### src/rtl/conv_tile_scheduler_if.sv
// Control/engine bundle for the conv tile scheduler.
// master: scheduler side; slave: host + engine side.
interface conv_tile_scheduler_if #(
  parameter int ADDR_W = 32,
  parameter int XW     = 2,
  parameter int YW     = 2,
  parameter int OW     = 2
);
  logic              start;
  logic              abort;
  logic              conv_ready;
  logic              conv_valid;
  logic              conv_tile_done;
  logic [ADDR_W-1:0] rd_base;
  logic [ADDR_W-1:0] wr_base;
  logic [ADDR_W-1:0] wt_base;
  logic [XW-1:0]     tile_x;
  logic [YW-1:0]     tile_y;
  logic [OW-1:0]     ofm;
  logic              busy;
  logic              done;
  logic              err;

  modport master (
    input  start, abort, conv_valid, conv_tile_done,
    output conv_ready, rd_base, wr_base, wt_base,
    output tile_x, tile_y, ofm, busy, done, err
  );

  modport slave (
    output start, abort, conv_valid, conv_tile_done,
    input  conv_ready, rd_base, wr_base, wt_base,
    input  tile_x, tile_y, ofm, busy, done, err
  );
endinterface

### src/rtl/conv_tile_scheduler.sv
// Walks ofm/tile_y/tile_x, issues one conv_ready per tile, waits valid+done.
// Ports: clk, rst_n (async low), bus (master: start/abort in, bases/idx/status out).
module conv_tile_scheduler #(
  parameter int          NOF       = 4,
  parameter int          TILES_Y   = 4,
  parameter int          TILES_X   = 4,
  parameter logic [31:0] RD_STRIDE = 32'h2000,
  parameter logic [31:0] WR_STRIDE = 32'h0800,
  parameter logic [31:0] WT_STRIDE = 32'h0040,
  parameter int          ADDR_W    = 32
) (
  input logic                   clk,
  input logic                   rst_n,
  conv_tile_scheduler_if.master bus
);

  localparam int XW = (TILES_X > 1) ? $clog2(TILES_X) : 1;
  localparam int YW = (TILES_Y > 1) ? $clog2(TILES_Y) : 1;
  localparam int OW = (NOF > 1) ? $clog2(NOF) : 1;

  localparam logic [XW-1:0] X_LAST = XW'(TILES_X - 1);
  localparam logic [YW-1:0] Y_LAST = YW'(TILES_Y - 1);
  localparam logic [OW-1:0] O_LAST = OW'(NOF - 1);

  localparam logic [ADDR_W-1:0] RD_S = ADDR_W'(RD_STRIDE);
  localparam logic [ADDR_W-1:0] WR_S = ADDR_W'(WR_STRIDE);
  localparam logic [ADDR_W-1:0] WT_S = ADDR_W'(WT_STRIDE);

  typedef enum logic [2:0] {
    IDLE,
    ISSUE,
    WAIT_VALID,
    WAIT_DONE,
    ADVANCE
  } state_t;

  state_t            state;
  logic              conv_ready;
  logic              busy;
  logic              done;
  logic              err;
  logic [ADDR_W-1:0] rd_base;
  logic [ADDR_W-1:0] wr_base;
  logic [ADDR_W-1:0] wt_base;
  logic [XW-1:0]     tile_x;
  logic [YW-1:0]     tile_y;
  logic [OW-1:0]     ofm;

  logic x_wrap;
  logic y_wrap;
  logic is_last;

  assign x_wrap  = (tile_x == X_LAST);
  assign y_wrap  = (tile_y == Y_LAST);
  assign is_last = x_wrap && y_wrap && (ofm == O_LAST);

  always_ff @(posedge clk or negedge rst_n) begin
    if (!rst_n) begin
      state      <= IDLE;
      conv_ready <= 1'b0;
      busy       <= 1'b0;
      done       <= 1'b0;
      err        <= 1'b0;
      rd_base    <= '0;
      wr_base    <= '0;
      wt_base    <= '0;
      tile_x     <= '0;
      tile_y     <= '0;
      ofm        <= '0;
    end else begin
      conv_ready <= 1'b0;
      done       <= 1'b0;
      if (bus.abort) begin
        state   <= IDLE;
        busy    <= 1'b0;
        rd_base <= '0;
        wr_base <= '0;
        wt_base <= '0;
        tile_x  <= '0;
        tile_y  <= '0;
        ofm     <= '0;
      end else begin
        unique case (state)
          IDLE: begin
            if (bus.start) begin
              state      <= ISSUE;
              conv_ready <= 1'b1;
              busy       <= 1'b1;
              err        <= 1'b0;
              rd_base    <= '0;
              wr_base    <= '0;
              wt_base    <= '0;
              tile_x     <= '0;
              tile_y     <= '0;
              ofm        <= '0;
            end
          end
          ISSUE: begin
            state <= WAIT_VALID;
          end
          WAIT_VALID: begin
            // tile_done without valid: flag it and skip the tile
            if (bus.conv_tile_done) begin
              state <= ADVANCE;
              done  <= is_last;
              if (!bus.conv_valid) err <= 1'b1;
            end else if (bus.conv_valid) begin
              state <= WAIT_DONE;
            end
          end
          WAIT_DONE: begin
            if (bus.conv_valid) err <= 1'b1;
            if (bus.conv_tile_done) begin
              state <= ADVANCE;
              done  <= is_last;
            end
          end
          ADVANCE: begin
            if (is_last) begin
              state <= IDLE;
              busy  <= 1'b0;
            end else begin
              state      <= ISSUE;
              conv_ready <= 1'b1;
              wr_base    <= wr_base + WR_S;
              if (!x_wrap) begin
                tile_x  <= tile_x + XW'(1);
                rd_base <= rd_base + RD_S;
              end else begin
                tile_x <= '0;
                if (!y_wrap) begin
                  tile_y  <= tile_y + YW'(1);
                  rd_base <= rd_base + RD_S;
                end else begin
                  tile_y  <= '0;
                  ofm     <= ofm + OW'(1);
                  rd_base <= '0;
                  wt_base <= wt_base + WT_S;
                end
              end
            end
          end
          default: state <= IDLE;
        endcase
      end
    end
  end

  assign bus.conv_ready = conv_ready;
  assign bus.busy       = busy;
  assign bus.done       = done;
  assign bus.err        = err;
  assign bus.rd_base    = rd_base;
  assign bus.wr_base    = wr_base;
  assign bus.wt_base    = wt_base;
  assign bus.tile_x     = tile_x;
  assign bus.tile_y     = tile_y;
  assign bus.ofm        = ofm;

endmodule
### src/flat_wrapper.sv
// flat-port wrapper written by rule: the top's interface ports become plain ports
module conv_tile_scheduler_flat 
#(
  parameter int          NOF       = 4,
  parameter int          TILES_Y   = 4,
  parameter int          TILES_X   = 4,
  parameter logic [31:0] RD_STRIDE = 32'h2000,
  parameter logic [31:0] WR_STRIDE = 32'h0800,
  parameter logic [31:0] WT_STRIDE = 32'h0040,
  parameter int          ADDR_W    = 32
)
  (clk, rst_n, bus_start, bus_abort, bus_conv_valid, bus_conv_tile_done, bus_conv_ready, bus_rd_base, bus_wr_base, bus_wt_base, bus_tile_x, bus_tile_y, bus_ofm, bus_busy, bus_done, bus_err);
  conv_tile_scheduler_if #(.ADDR_W(ADDR_W)) bus_i ();
  input logic clk;
  input logic rst_n;
  input wire logic [$bits(bus_i.start)-1:0] bus_start;
  input wire logic [$bits(bus_i.abort)-1:0] bus_abort;
  input wire logic [$bits(bus_i.conv_valid)-1:0] bus_conv_valid;
  input wire logic [$bits(bus_i.conv_tile_done)-1:0] bus_conv_tile_done;
  output wire logic [$bits(bus_i.conv_ready)-1:0] bus_conv_ready;
  output wire logic [$bits(bus_i.rd_base)-1:0] bus_rd_base;
  output wire logic [$bits(bus_i.wr_base)-1:0] bus_wr_base;
  output wire logic [$bits(bus_i.wt_base)-1:0] bus_wt_base;
  output wire logic [$bits(bus_i.tile_x)-1:0] bus_tile_x;
  output wire logic [$bits(bus_i.tile_y)-1:0] bus_tile_y;
  output wire logic [$bits(bus_i.ofm)-1:0] bus_ofm;
  output wire logic [$bits(bus_i.busy)-1:0] bus_busy;
  output wire logic [$bits(bus_i.done)-1:0] bus_done;
  output wire logic [$bits(bus_i.err)-1:0] bus_err;
  assign bus_i.start = bus_start;
  assign bus_i.abort = bus_abort;
  assign bus_i.conv_valid = bus_conv_valid;
  assign bus_i.conv_tile_done = bus_conv_tile_done;
  assign bus_conv_ready = bus_i.conv_ready;
  assign bus_rd_base = bus_i.rd_base;
  assign bus_wr_base = bus_i.wr_base;
  assign bus_wt_base = bus_i.wt_base;
  assign bus_tile_x = bus_i.tile_x;
  assign bus_tile_y = bus_i.tile_y;
  assign bus_ofm = bus_i.ofm;
  assign bus_busy = bus_i.busy;
  assign bus_done = bus_i.done;
  assign bus_err = bus_i.err;
  conv_tile_scheduler #(.NOF(NOF), .TILES_Y(TILES_Y), .TILES_X(TILES_X), .RD_STRIDE(RD_STRIDE), .WR_STRIDE(WR_STRIDE), .WT_STRIDE(WT_STRIDE), .ADDR_W(ADDR_W)) u_core (.clk(clk), .rst_n(rst_n), .bus(bus_i));
endmodule
### config.mk
export PLATFORM = sky130hd
export DESIGN_NAME = conv_tile_scheduler_flat
export DESIGN_NICKNAME = d
export VERILOG_FILES = /design/src/rtl/conv_tile_scheduler_if.sv /design/src/rtl/conv_tile_scheduler.sv /design/src/flat_wrapper.sv
export SDC_FILE = /design/constraint.sdc
export NUM_CORES = 1
export LEC_CHECK = 0
export CAP_MARGIN = 20
export CORE_ASPECT_RATIO = 1.25
export CORE_MARGIN = 4
export CORE_UTILIZATION = 35
export CTS_BUF_LIST = sky130_fd_sc_hd__clkbuf_4 sky130_fd_sc_hd__clkbuf_8 sky130_fd_sc_hd__clkbuf_16
export CTS_CLUSTER_SIZE = 24
export DETAILED_ROUTE_END_ITERATION = 6
export PLACE_DENSITY_LB_ADDON = 0.1
export SYNTH_ARGS = -nofsm -noshare
export SYNTH_HDL_FRONTEND = slang
export SYNTH_SLANG_ARGS = --single-unit
### constraint.sdc
create_clock -name clk -period 1.82 [get_ports clk]
set_input_delay 0.273 -clock clk [delete_from_list [all_inputs] [get_ports clk]]
set_output_delay 0.273 -clock clk [all_outputs]
set_load 0.03 [all_outputs]
==> impl_metrics.tcl <==
set metrics [dict create \
    status "complete, but fails checks" \
    violations "negative setup slack" \
    hpwl_um 9950 \
    clk_pin_slew_ns 0.06 \
    p_sw_uw 1310 \
    postSynthAreaPerCell_um2 9.09 \
    drt_iter0_drc 173 \
    postSynthCellCount 491 \
    finClkSkew_ns 0.00515 \
    cts_buffer_depth 2 \
    rsz0062_at_grt "true" \
    critical_path.endpoint_type "flop" \
    synth-xor-area-share 0.0667 \
    vias 4450 \
    min_period_ns 1.91 \
    leakagePower_uw 0.00314 \
    yosys.area_share.adder 0.0168 \
    num_io_pins 112 \
    async_reset_ff_frac 1.00 \
    drive_gt1_frac 0.353 \
    dieArea_um2 14600 \
    place_congestion 0.867 \
    top_layer "met4" \
    r2r_slack_ns -0.09 \
    critPathRequiredTime_ns 2.09 \
    io_buffers 81 \
    grt_usage 0.195 \
    worstRegToRegCells 6 \
    cp-start-kind "flop" \
    yosys.area_share.simple 0.277 \
    synth_edf_count 0 \
    drcViolationCount 0 \
    worstSetupPathType "reg2reg" \
    route.met3.wl_um 551 \
    place_area_um2 6120 \
    synth_top_family_by_area "simple AND/OR/NAND/NOR gates" \
    n_antenna_cell 0 \
    vdd_ir_drop_max_mv 0.502 \
    n_fill_cell 1061 \
    synth_ff_type "dfrtp_1" \
    switching_share 0.257 \
    cts.sinks 79 \
    start_util 0.362 \
    hold_path_class "in2async" \
    antenna_found_initial 0 \
    dp_cells 809 \
    r2r_start "u_core.state[1]" \
    grt_max_degree 33 \
    p_int_uw 3800 \
    wl_per_cell_um 16.7 \
    reg2reg_to "u_core.bus.wt_base[18]" \
    finalInstanceArea_um2 7280 \
    grt_pass1_vias 4462 \
    crit_fanout 7 \
    clkPwrFrac 0.468 \
    critPathArrivalTime_ns 2.18 \
    root_buffer "clkbuf_16" \
    ys_warn_count 0 \
    wl_met1_um 5900 \
    cts_tree "yes" \
    fin_ws_ns -0.0925 \
    fin_nets 704 \
    core_um2 12300 \
    htree_levels 3 \
    rows 45 \
    synth_seq_cells 79 \
    pwr-share-seq 0.360 \
    timing.max_cap.violations 0 \
    wl_met2_um 7590 \
    grt_pass1_wl_um 22400 \
    die_width_um 109 \
    drt_pass1_iterations 4 \
    synth-compound-area-share 0.111 \
    drtAntennaViolNets 0 \
    finalSetupViolations 22 \
    syn_to_final_growth_pct 63.3 \
    fp.dieH_um 134 \
    drv_slew 0 \
    viasPerCell 5.17 \
    wl_um 14400 \
    fin_crit_sh 1.05 \
    ys_seq_area_frac 0.443 \
    power_frac_comb 0.172 \
    synthMuxAreaShare 0.00224 \
    power_density_nw_per_um2 702 \
    grt_overflow_total 0 \
    hold_viol 0 \
    max_freq_mhz 523 \
    clk_latency_ns 0.34 \
    cts_buffers 9 \
    synth_area_um2 4460 \
    fin_cells 861 \
    synth.distinct_cells 54 \
]
## per-layer routing
layer  GRT usage  up-vias
li1            -     2110
met1       0.243     2186
met2       0.327      126
met3      0.0250       28
met4      0.0982        0
met5           0        -
## metrics by stage
| step | hold slack [ns] | utilization | power [uW] | setup TNS [ns] | setup slack, ns |
|---|---|---|---|---|---|
| floorplan | -0.0226 | - | 2330 | -0.167 | -0.0627 |
| global placement | 0.185 | 0.497 | 2580 | -21.61 | -0.427 |
| detailed placement | 0.189 | 0.497 | 2590 | -22.16 | -0.436 |
| CTS | 0.369 | 0.555 | 5050 | -0.272 | -0.0781 |
| global route | 0.403 | 0.591 | 5300 | -4.10 | -0.175 |
| finish | 0.370 | 0.591 | 5120 | -0.606 | -0.0925 |
## how the worst max path moves through the flow
stage / start / to
6_report: u_core.state[1] / u_core.bus.wt_base[18]
5_1_grt: u_core.state[1] / u_core.bus.wt_base[9]
4_1_cts: u_core.bus.tile_y[1] / u_core.bus.wr_base[28]
3_5_place_dp: bus_abort / u_core.bus.rd_base[25]
3_3_place_gp: bus_abort / u_core.bus.wt_base[31]
2_1_floorplan: u_core.bus.tile_x[0] / u_core.bus.wr_base[28]
## cell usage in the layout (no fill, tap or decap), drive strengths merged, types with 5 or more instances in the layout
| master | count |
|---|---|
| nor4 | 14 |
| a21oi | 17 |
| dlygate4sd2 | 5 |
| ha | 6 |
| nand4 | 23 |
| xnor2 | 19 |
| dlymetal6s2s | 11 |
| xor2 | 15 |
| and3 | 8 |
| or3 | 8 |
| clkdlybuf4s50 | 64 |
| nand2 | 42 |
| nor2 | 56 |
| nand3 | 30 |
| dfrtp | 79 |
| nor3 | 15 |
| buf | 131 |
| clkbuf | 10 |
| bufinv | 5 |
| o21ai | 32 |
| or4 | 5 |
| a31oi | 8 |
| a22o | 5 |
| and4 | 5 |
| conb | 30 |
| inv | 9 |
## worst max-delay path, cell delays in order, from the launching register on
cell	delay, ns
dfrtp_2	0.41
or2_4	0.28
o21ba_4	0.23
buf_6	0.14
or3_4	0.36
or3_1	0.35
nand3_1	0.09
## cell usage after synthesis (3+ instances only)
master	instances	share of area
dfrtp_1	79	0.44
nor2_1	55	0.046
nand2_1	42	0.035
o21ai_0	32	0.036
buf_4	31	0.052
nand3_1	30	0.034
nand4_1	22	0.031
xnor2_1	19	0.037
a21oi_1	16	0.018
nor3_1	15	0.017
xor2_1	15	0.029
nor4_1	14	0.020
buf_2	9	0.010
inv_1	9	0.0076
a31oi_1	8	0.011
and3_1	8	0.011
or3_1	8	0.011
clkbuf_1	7	0.0059
ha_1	6	0.017
a22o_1	5	0.0098
and4_1	5	0.0098
or4_1	5	0.0084
nand2b_1	4	0.0056
nand3b_1	4	0.0067
nor4b_2	4	0.013
nand4b_1	3	0.0059
o21a_1	3	0.0050
## final cells by class
cell class | instances | area (um^2) | share of cell area
multi-input combinational | 381 | 2680 | 0.368
clock inverter | 6 | 155 | 0.0213
inverter | 9 | 33.8 | 0.00464
tap | 164 | 205 | 0.0282
sequential | 79 | 2010 | 0.276
timing repair buffer | 212 | 1960 | 0.269
clock buffer | 10 | 239 | 0.0328
## power groups by stage
stage / clock (uW) / combinational, uW / sequential, uW
global placement: 0 / 708 / 1870
finish: 2390 / 879 / 1840
global route: 2510 / 947 / 1850
CTS: 2420 / 789 / 1840
floorplan: 0 / 396 / 1930
detailed placement: 0 / 713 / 1870
## cells by family (layout without fill, tap and decap cells)
group,after synthesis,count (layout)
flops,79,79
fa+ha+maj,6,6
other cells,1,30
buf+inv,60,237
simple gates,229,229
xor+xnor,34,34
mux,1,1
compound gates,81,81
## state kept, by name (all words and copies together), names as in the netlist
| signal | count |
|---|---|
| u_core.bus.wt_base | 26 |
| u_core.bus.wr_base | 21 |
| u_core.bus.rd_base | 19 |
| u_core.state | 3 |
| u_core.bus.ofm | 2 |
| u_core.bus.tile_x | 2 |
| u_core.bus.tile_y | 2 |
| u_core.bus.busy | 1 |
| u_core.bus.conv_ready | 1 |
| u_core.bus.done | 1 |
| u_core.bus.err | 1 |
## repair_timing
item,in CTS,in global routing
resized for setup,46,80
pin swaps,18,48
gates cloned,1,2
endpoints found under the setup margin,59,75
hold buffers,1,0
buffers inserted,19,15
hold endpoints to repair,17,0
No activity file was read; power rests on OpenSTA's default activity.
